**src/rtl/tst_din_gen.sv**
```systemverilog
// ---------------------------------------------------------------------------
// tst_din_gen
// AIE-clock-domain test-data source. While test_en_aie is high it streams
// back-to-back frames of FRAME_BEATS beats over AXI4-Stream and counts every
// completed frame on itecnt_aie, which is carried to the register domain.
//
// Optional feature macro: TST_DIN_PRBS_EN
//   undefined : lane k of beat b carries (b*LANES + k) mod 2^SAMP_W
//   defined   : every lane carries a continuous PRBS-31 (x^31+x^28+1) stream
//
// Ports
//   clk_aie        in   AIE-domain clock
//   rst_aie        in   synchronous, active-high reset
//   test_en_aie    in   level enable, already synchronized to clk_aie
//   m_axis_tdata   out  DATA_W sample data, lane k = [k*SAMP_W +: SAMP_W]
//   m_axis_tvalid  out  AXIS valid
//   m_axis_tlast   out  high on the last beat of each frame
//   m_axis_tready  in   AXIS ready
//   itecnt_aie     out  completed-frame count (changes at most once a frame)
//   busy_aie       out  high in any state other than IDLE
// ---------------------------------------------------------------------------
module tst_din_gen #(
  parameter int DATA_W      = 128,
  parameter int SAMP_W      = 32,
  parameter int FRAME_BEATS = 4096
) (
  input  logic              clk_aie,
  input  logic              rst_aie,
  input  logic              test_en_aie,
  output logic [DATA_W-1:0] m_axis_tdata,
  output logic              m_axis_tvalid,
  output logic              m_axis_tlast,
  input  logic              m_axis_tready,
  output logic [31:0]       itecnt_aie,
  output logic              busy_aie
);

  localparam int LANES  = DATA_W / SAMP_W;
  localparam int BEAT_W = (FRAME_BEATS > 1) ? $clog2(FRAME_BEATS) : 1;
  localparam logic [BEAT_W-1:0] LAST_BEAT = BEAT_W'(FRAME_BEATS - 1);

  typedef enum logic [1:0] {
    IDLE  = 2'd0,
    RUN   = 2'd1,
    DRAIN = 2'd2
  } state_t;

  state_t            state_r;
  logic [BEAT_W-1:0] beat_r;
  logic [DATA_W-1:0] tdata_r;
  logic              tvalid_r;
  logic              tlast_r;
  logic [31:0]       itecnt_r;
  logic              busy_r;

  logic              hs_s;
  logic              last_hs_s;
  logic [BEAT_W-1:0] beat_nxt_s;
  logic [DATA_W-1:0] data_start_s;
  logic [DATA_W-1:0] data_nxt_s;

`ifdef TST_DIN_PRBS_EN
  localparam logic [30:0] PRBS_SEED = 31'h7FFF_FFFF;

  logic [30:0] lfsr_r;
  logic [30:0] lfsr_start_s;
  logic [30:0] lfsr_nxt_s;

  // Produces one beat of PRBS-31 from state s_in: SAMP_W bits per lane in
  // lane order, first generated bit in the lane MSB. Returns {state, data}.
  function automatic logic [31+DATA_W-1:0] prbs_beat(input logic [30:0] s_in);
    logic [30:0]       s;
    logic [DATA_W-1:0] d;
    logic              fb;
    s = s_in;
    d = '0;
    for (int k = 0; k < LANES; k++) begin
      for (int j = 0; j < SAMP_W; j++) begin
        fb = s[30] ^ s[27];
        s  = {s[29:0], fb};
        d[k*SAMP_W + (SAMP_W - 1 - j)] = fb;
      end
    end
    return {s, d};
  endfunction
`else
  // Ramp beat: lane k of beat b carries the sample index b*LANES + k.
  function automatic logic [DATA_W-1:0] ramp_beat(input logic [BEAT_W-1:0] b);
    logic [DATA_W-1:0] d;
    d = '0;
    for (int k = 0; k < LANES; k++) begin
      d[k*SAMP_W +: SAMP_W] = SAMP_W'(32'(b) * 32'(LANES) + 32'(k));
    end
    return d;
  endfunction
`endif

  // Handshake detection and the data for the beat that follows it.
  always_comb begin
    hs_s      = tvalid_r & m_axis_tready;
    last_hs_s = hs_s & (beat_r == LAST_BEAT);
    if (beat_r == LAST_BEAT) begin
      beat_nxt_s = '0;
    end else begin
      beat_nxt_s = beat_r + BEAT_W'(1);
    end
`ifdef TST_DIN_PRBS_EN
    {lfsr_start_s, data_start_s} = prbs_beat(PRBS_SEED);
    {lfsr_nxt_s, data_nxt_s}     = prbs_beat(lfsr_r);
`else
    data_start_s = ramp_beat('0);
    data_nxt_s   = ramp_beat(beat_nxt_s);
`endif
  end

  // Control FSM with registered AXIS outputs and the frame counter.
  always_ff @(posedge clk_aie) begin
    if (rst_aie) begin
      state_r  <= IDLE;
      beat_r   <= '0;
      tdata_r  <= '0;
      tvalid_r <= 1'b0;
      tlast_r  <= 1'b0;
      itecnt_r <= 32'd0;
      busy_r   <= 1'b0;
`ifdef TST_DIN_PRBS_EN
      lfsr_r   <= PRBS_SEED;
`endif
    end else begin
      case (state_r)
        IDLE: begin
          if (test_en_aie) begin
            state_r  <= RUN;
            busy_r   <= 1'b1;
            tvalid_r <= 1'b1;
            tlast_r  <= (LAST_BEAT == '0);
            beat_r   <= '0;
            tdata_r  <= data_start_s;
            itecnt_r <= 32'd0;
`ifdef TST_DIN_PRBS_EN
            lfsr_r   <= lfsr_start_s;
`endif
          end else begin
            state_r <= IDLE;
          end
        end
        RUN, DRAIN: begin
          // Beat data only moves on a handshake, so a stalled beat is held
          // regardless of what test_en_aie does meanwhile.
          if (hs_s) begin
            beat_r  <= beat_nxt_s;
            tdata_r <= data_nxt_s;
            tlast_r <= (beat_nxt_s == LAST_BEAT);
`ifdef TST_DIN_PRBS_EN
            lfsr_r  <= lfsr_nxt_s;
`endif
          end else begin
            beat_r <= beat_r;
          end
          if (last_hs_s) begin
            itecnt_r <= itecnt_r + 32'd1;
          end else begin
            itecnt_r <= itecnt_r;
          end
          // Disable only takes effect at a frame boundary; until then DRAIN
          // keeps streaming and re-enabling resumes RUN without a clear.
          if (!test_en_aie && last_hs_s) begin
            state_r  <= IDLE;
            busy_r   <= 1'b0;
            tvalid_r <= 1'b0;
            tlast_r  <= 1'b0;
            tdata_r  <= '0;
            beat_r   <= '0;
          end else if (!test_en_aie) begin
            state_r <= DRAIN;
          end else begin
            state_r <= RUN;
          end
        end
        default: begin
          state_r  <= IDLE;
          busy_r   <= 1'b0;
          tvalid_r <= 1'b0;
          tlast_r  <= 1'b0;
          tdata_r  <= '0;
          beat_r   <= '0;
        end
      endcase
    end
  end

  assign m_axis_tdata  = tdata_r;
  assign m_axis_tvalid = tvalid_r;
  assign m_axis_tlast  = tlast_r;
  assign itecnt_aie    = itecnt_r;
  assign busy_aie      = busy_r;

endmodule

```
**config.mk**
```make
export PLATFORM = sky130hd
export DESIGN_NAME = tst_din_gen
export DESIGN_NICKNAME = d
export VERILOG_FILES = /design/src/rtl/tst_din_gen.sv
export SDC_FILE = /design/constraint.sdc
export NUM_CORES = 1
export LEC_CHECK = 0
export CELL_PAD_IN_SITES_DETAIL_PLACEMENT = 0
export CELL_PAD_IN_SITES_GLOBAL_PLACEMENT = 1
export CORE_MARGIN = 2
export CORE_UTILIZATION = 33
export DETAILED_ROUTE_END_ITERATION = 8
export HOLD_SLACK_MARGIN = 0.1
export PLACE_DENSITY = 0.88
export SETUP_SLACK_MARGIN = 0.05
export SYNTH_ARGS = -nofsm -noshare
export SYNTH_HDL_FRONTEND = slang
export SYNTH_SLANG_ARGS = --single-unit
```
**constraint.sdc**
```tcl
create_clock -name clk_aie -period 3.65 [get_ports clk_aie]
set_input_delay 0.5475 -clock clk_aie [delete_from_list [all_inputs] [get_ports clk_aie]]
set_output_delay 0.5475 -clock clk_aie [all_outputs]
set_load 0.05 [all_outputs]
```
==> metrics.md <==
| Metric | Value |
|---|---|
| # diodes | 0 |
| Clk Tree Root Cell | clkbuf_16 |
| Status | finished clean |
| # Max-Cap Violations | 0 |
| Mean Syn Cell Area | 8.03 um2 |
| Worst-margin pin slew | 0.972 ns |
| Iteration-0 DRC Markers | 124 |
| Hold_buf cts | 0 |
| Slew HR | 33.8% |
| Tot GR Track Use | 14.2% |
| Most frequent CP cell | buf_4 |
| Slowest CP cell | or4_1 |
| Post-Synthesis Cells | 498 |
| Core Area | 0.0119 mm2 |
| Critical Path Source Type | flip-flop |
| CTS sink count | 60 |
| Initial core utilization | 33.6% |
| # rows | 40 |
| Antenna viol nets, final | 0 |
| Final Hold Violating Endpoints | 0 |
| Max Freq | 351 MHz |
| Post-Place Cells | 675 |
| GPL Wtd Cong | 0.821 |
| Yosys reg bits | 60 |
| YS warnings | 0 |
| Critical path data required time | 3.90 ns |
| CP endpoint | itecnt_aie[21]$_SDFFE_PP0P_ |
| DP HPWL | 6650 um |
| Final Critical Period | 2.85 ns |
| Vias in the first global route | 3060 |
| Wire per inst | 13.5 um |
| RSZ-0062 raised after global routing | false |
| Commonest register cell after synthesis | dfxtp_1 |
| Critical path launch point | beat_r[0]$_SDFFE_PP0P_ |
| Synth unique cells | 48 |
| Cell area after synthesis | 0.00400 mm2 |
| CP arrival | 3.10 ns |
| Worst r2r dst | itecnt_aie[21]$_SDFFE_PP0P_ |
| Share of cells above drive strength 1 | 5.90% |
| Post-synth EDFFs | 0 |
| Clock buffer depth | 2 |
| PD cells | 379 mW/mm2 |
| Resize count post-CTS | 0 |
| Die Area | 0.0130 mm2 |
| IO Pins | 167 |
| Reg2reg path depth | 8 |
| Total Power Consumption | 0.00179 W |
| Commonest cells post-synth | buf_4 (117), dfxtp_1 (60), a21oi_1 (48) |
| Crit Path Max Fanout | 40 |
| Dominant cells by area after synthesis | dfxtp_1 (30%), buf_4 (22%), or4_1 (6.8%), a21oi_1 (6.0%), o31ai_1 (4.7%) |
| Layout Skew | 0.00749 ns |
| Worst-path cell chain | ha_1 > buf_4 > nand3_2 > nor4_4 > mux2i_4 > buf_4 > or4_1 > a21oi_1 |
| Initial antenna violation count | 0 |
| DRC viols | 0 |
| Final period util | 78.1% |
| Setup CP Type | flip-flop to flip-flop |
| Nets | 547 |
| Die Height | 114 um |
| Area grow syn2layout | 18.1% |
| TritonCTS clock tree | built |
| CTS H-tree lvls | 3 |
| Postcts setup bufs | 0 |
| Most frequent cell after synthesis | buf_4 |
| Hold/Removal Path Class | flip-flop to flip-flop |
| Final Max Slew Viols | 0 |
| Top cell type by total area after synthesis | dfxtp_1 |
| Setup-failing EPs final | 0 |
| Setup TNS Final | 0 ns |
| RR Startpoint | beat_r[0]$_SDFFE_PP0P_ |
| Peak VDD IR | 226 uV |
| Final std cells w/o fill | 689 |
| Total wire length | 9280 um |
| Die width | 114 um |
| Leak | 1.62 nW |
| Pin count of the biggest net entering global routing | 41 |
| CP endpoint kind | flip-flop |
| Peak per-stage delay on the critical path | 0.52 ns |
| First-pass GRT wire length | 14900 um |
| Gr ovfl total | 0 |
| Ys async rst share | 0% |
| Buffers on Ports | 90 |
| Via count | 3473 |
| DR vias/cell | 5.04 |
| Inserted Clock Buffers | 9 |
| Top cell type's share of synthesized area | 30.0% |
| Clock Latency Late Sink | 0.32 ns |
| Clock-pin slew on the worst setup and hold paths | 0.05 ns |
| Drt pass-1 iters | 5 |
| Worst reg2reg setup slack | 0.80 ns |
| Seq/Total Area, Yosys | 30.0% |
logic make-up after synthesis:
family | share of synthesized area (%)
fa+ha+maj | 1.25
flops | 30.0
other cells | 0.0938
compound gates | 17.4
xor+xnor | 1.97
buf+inv | 25.2
mux | 0.626
simple gates | 23.4
report_power, final:
group	total [W]	internal, W	switching, W
Clock	0.000779	0.000504	0.000275
Sequential	0.000668	0.000661	0.00000656
Combinational	0.000343	0.0000488	0.000294
flip-flops by register name, indices dropped and copies added, names as in the netlist:
signal / flops
busy_aie: 1
itecnt_aie: 32
m_axis_tdata: 12
state_r: 2
m_axis_tlast: 1
beat_r: 12
layout make-up:
| class | instances | area (um2) |
|---|---|---|
| tap | 147 | 184 |
| multi-input combinational | 364 | 2080 |
| clock buffer | 12 | 267 |
| timing repair buffer | 98 | 961 |
| sequential | 60 | 1200 |
| fill | 1199 | 7190 |
| clock inverter | 2 | 10.0 |
| inverter | 6 | 22.5 |
through the flow:
step                      util (%)  setup slack [ns]  area, um2  hold WS [ns]
after detailed placement      37.3             0.686       4450         0.476
after global placement        37.3             0.749       4450         0.448
after global routing          39.7             0.566       4720         0.523
final                         39.7             0.799       4720         0.488
after CTS                     39.7             0.809       4720         0.491
after floorplan                  -              1.14       4280         0.462
critical path: cells and delay by family, from the launching register on:
kind / cells / cell delay, ns
buffers and inverters: 2 / 0.49
AOI/OAI and AO/OA: 1 / 0.16
DFF: 1 / 0.50
muxes: 1 / 0.33
adders and majority gates: 1 / 0.21
and+or+nand+nor: 3 / 1.08
how the worst min path moves through the flow:
stage                                      from                           to  slack [ns]  cells past startpoint
floorplan               beat_r[11]$_SDFFE_PP0P_      beat_r[11]$_SDFFE_PP0P_        0.46                      1
global placement      m_axis_tlast$_SDFFE_PP0P_    m_axis_tlast$_SDFFE_PP0P_        0.45                      2
detailed placement  itecnt_aie[31]$_SDFFE_PP0P_  itecnt_aie[31]$_SDFFE_PP0P_        0.48                      2
CTS                 itecnt_aie[31]$_SDFFE_PP0P_  itecnt_aie[31]$_SDFFE_PP0P_        0.49                      2
global route        itecnt_aie[17]$_SDFFE_PP0P_  itecnt_aie[17]$_SDFFE_PP0P_        0.52                      2
finish                m_axis_tlast$_SDFFE_PP0P_    m_axis_tlast$_SDFFE_PP0P_        0.49                      2
cells in the final DEF, fill, tap and decap left out, drive strengths merged, types with 3 or more instances in the layout:
cell type | netlist | layout
clkdlybuf4s50 | 0 | 90
conb | 1 | 76
dfxtp | 60 | 60
a21oi | 48 | 48
nand2 | 40 | 40
or4 | 36 | 36
o31ai | 25 | 25
o21ai | 18 | 18
nor2 | 17 | 17
nand3 | 14 | 14
clkbuf | 20 | 12
or3 | 10 | 10
nand4 | 9 | 9
buf | 123 | 8
nor3 | 7 | 7
inv | 6 | 6
xor2 | 6 | 6
a21o | 5 | 5
nor2b | 4 | 4
nand3b | 4 | 4
a22oi | 4 | 4
ha | 4 | 4
nand4b | 3 | 3
or2 | 3 | 3
xnor2 | 3 | 3
a32o | 3 | 3
and4 | 3 | 3
routing by layer:
layer / vias up / routed length [um] / GRT usage [%]
li1: 1691 / - / -
met1: 1639 / 3940 / 17.6
met2: 135 / 4550 / 23.4
met3: 8 / 684 / 4.39
met4: 0 / 102 / 4.63
met5: - / 0 / 0
(Power assumes the default switching activity.)
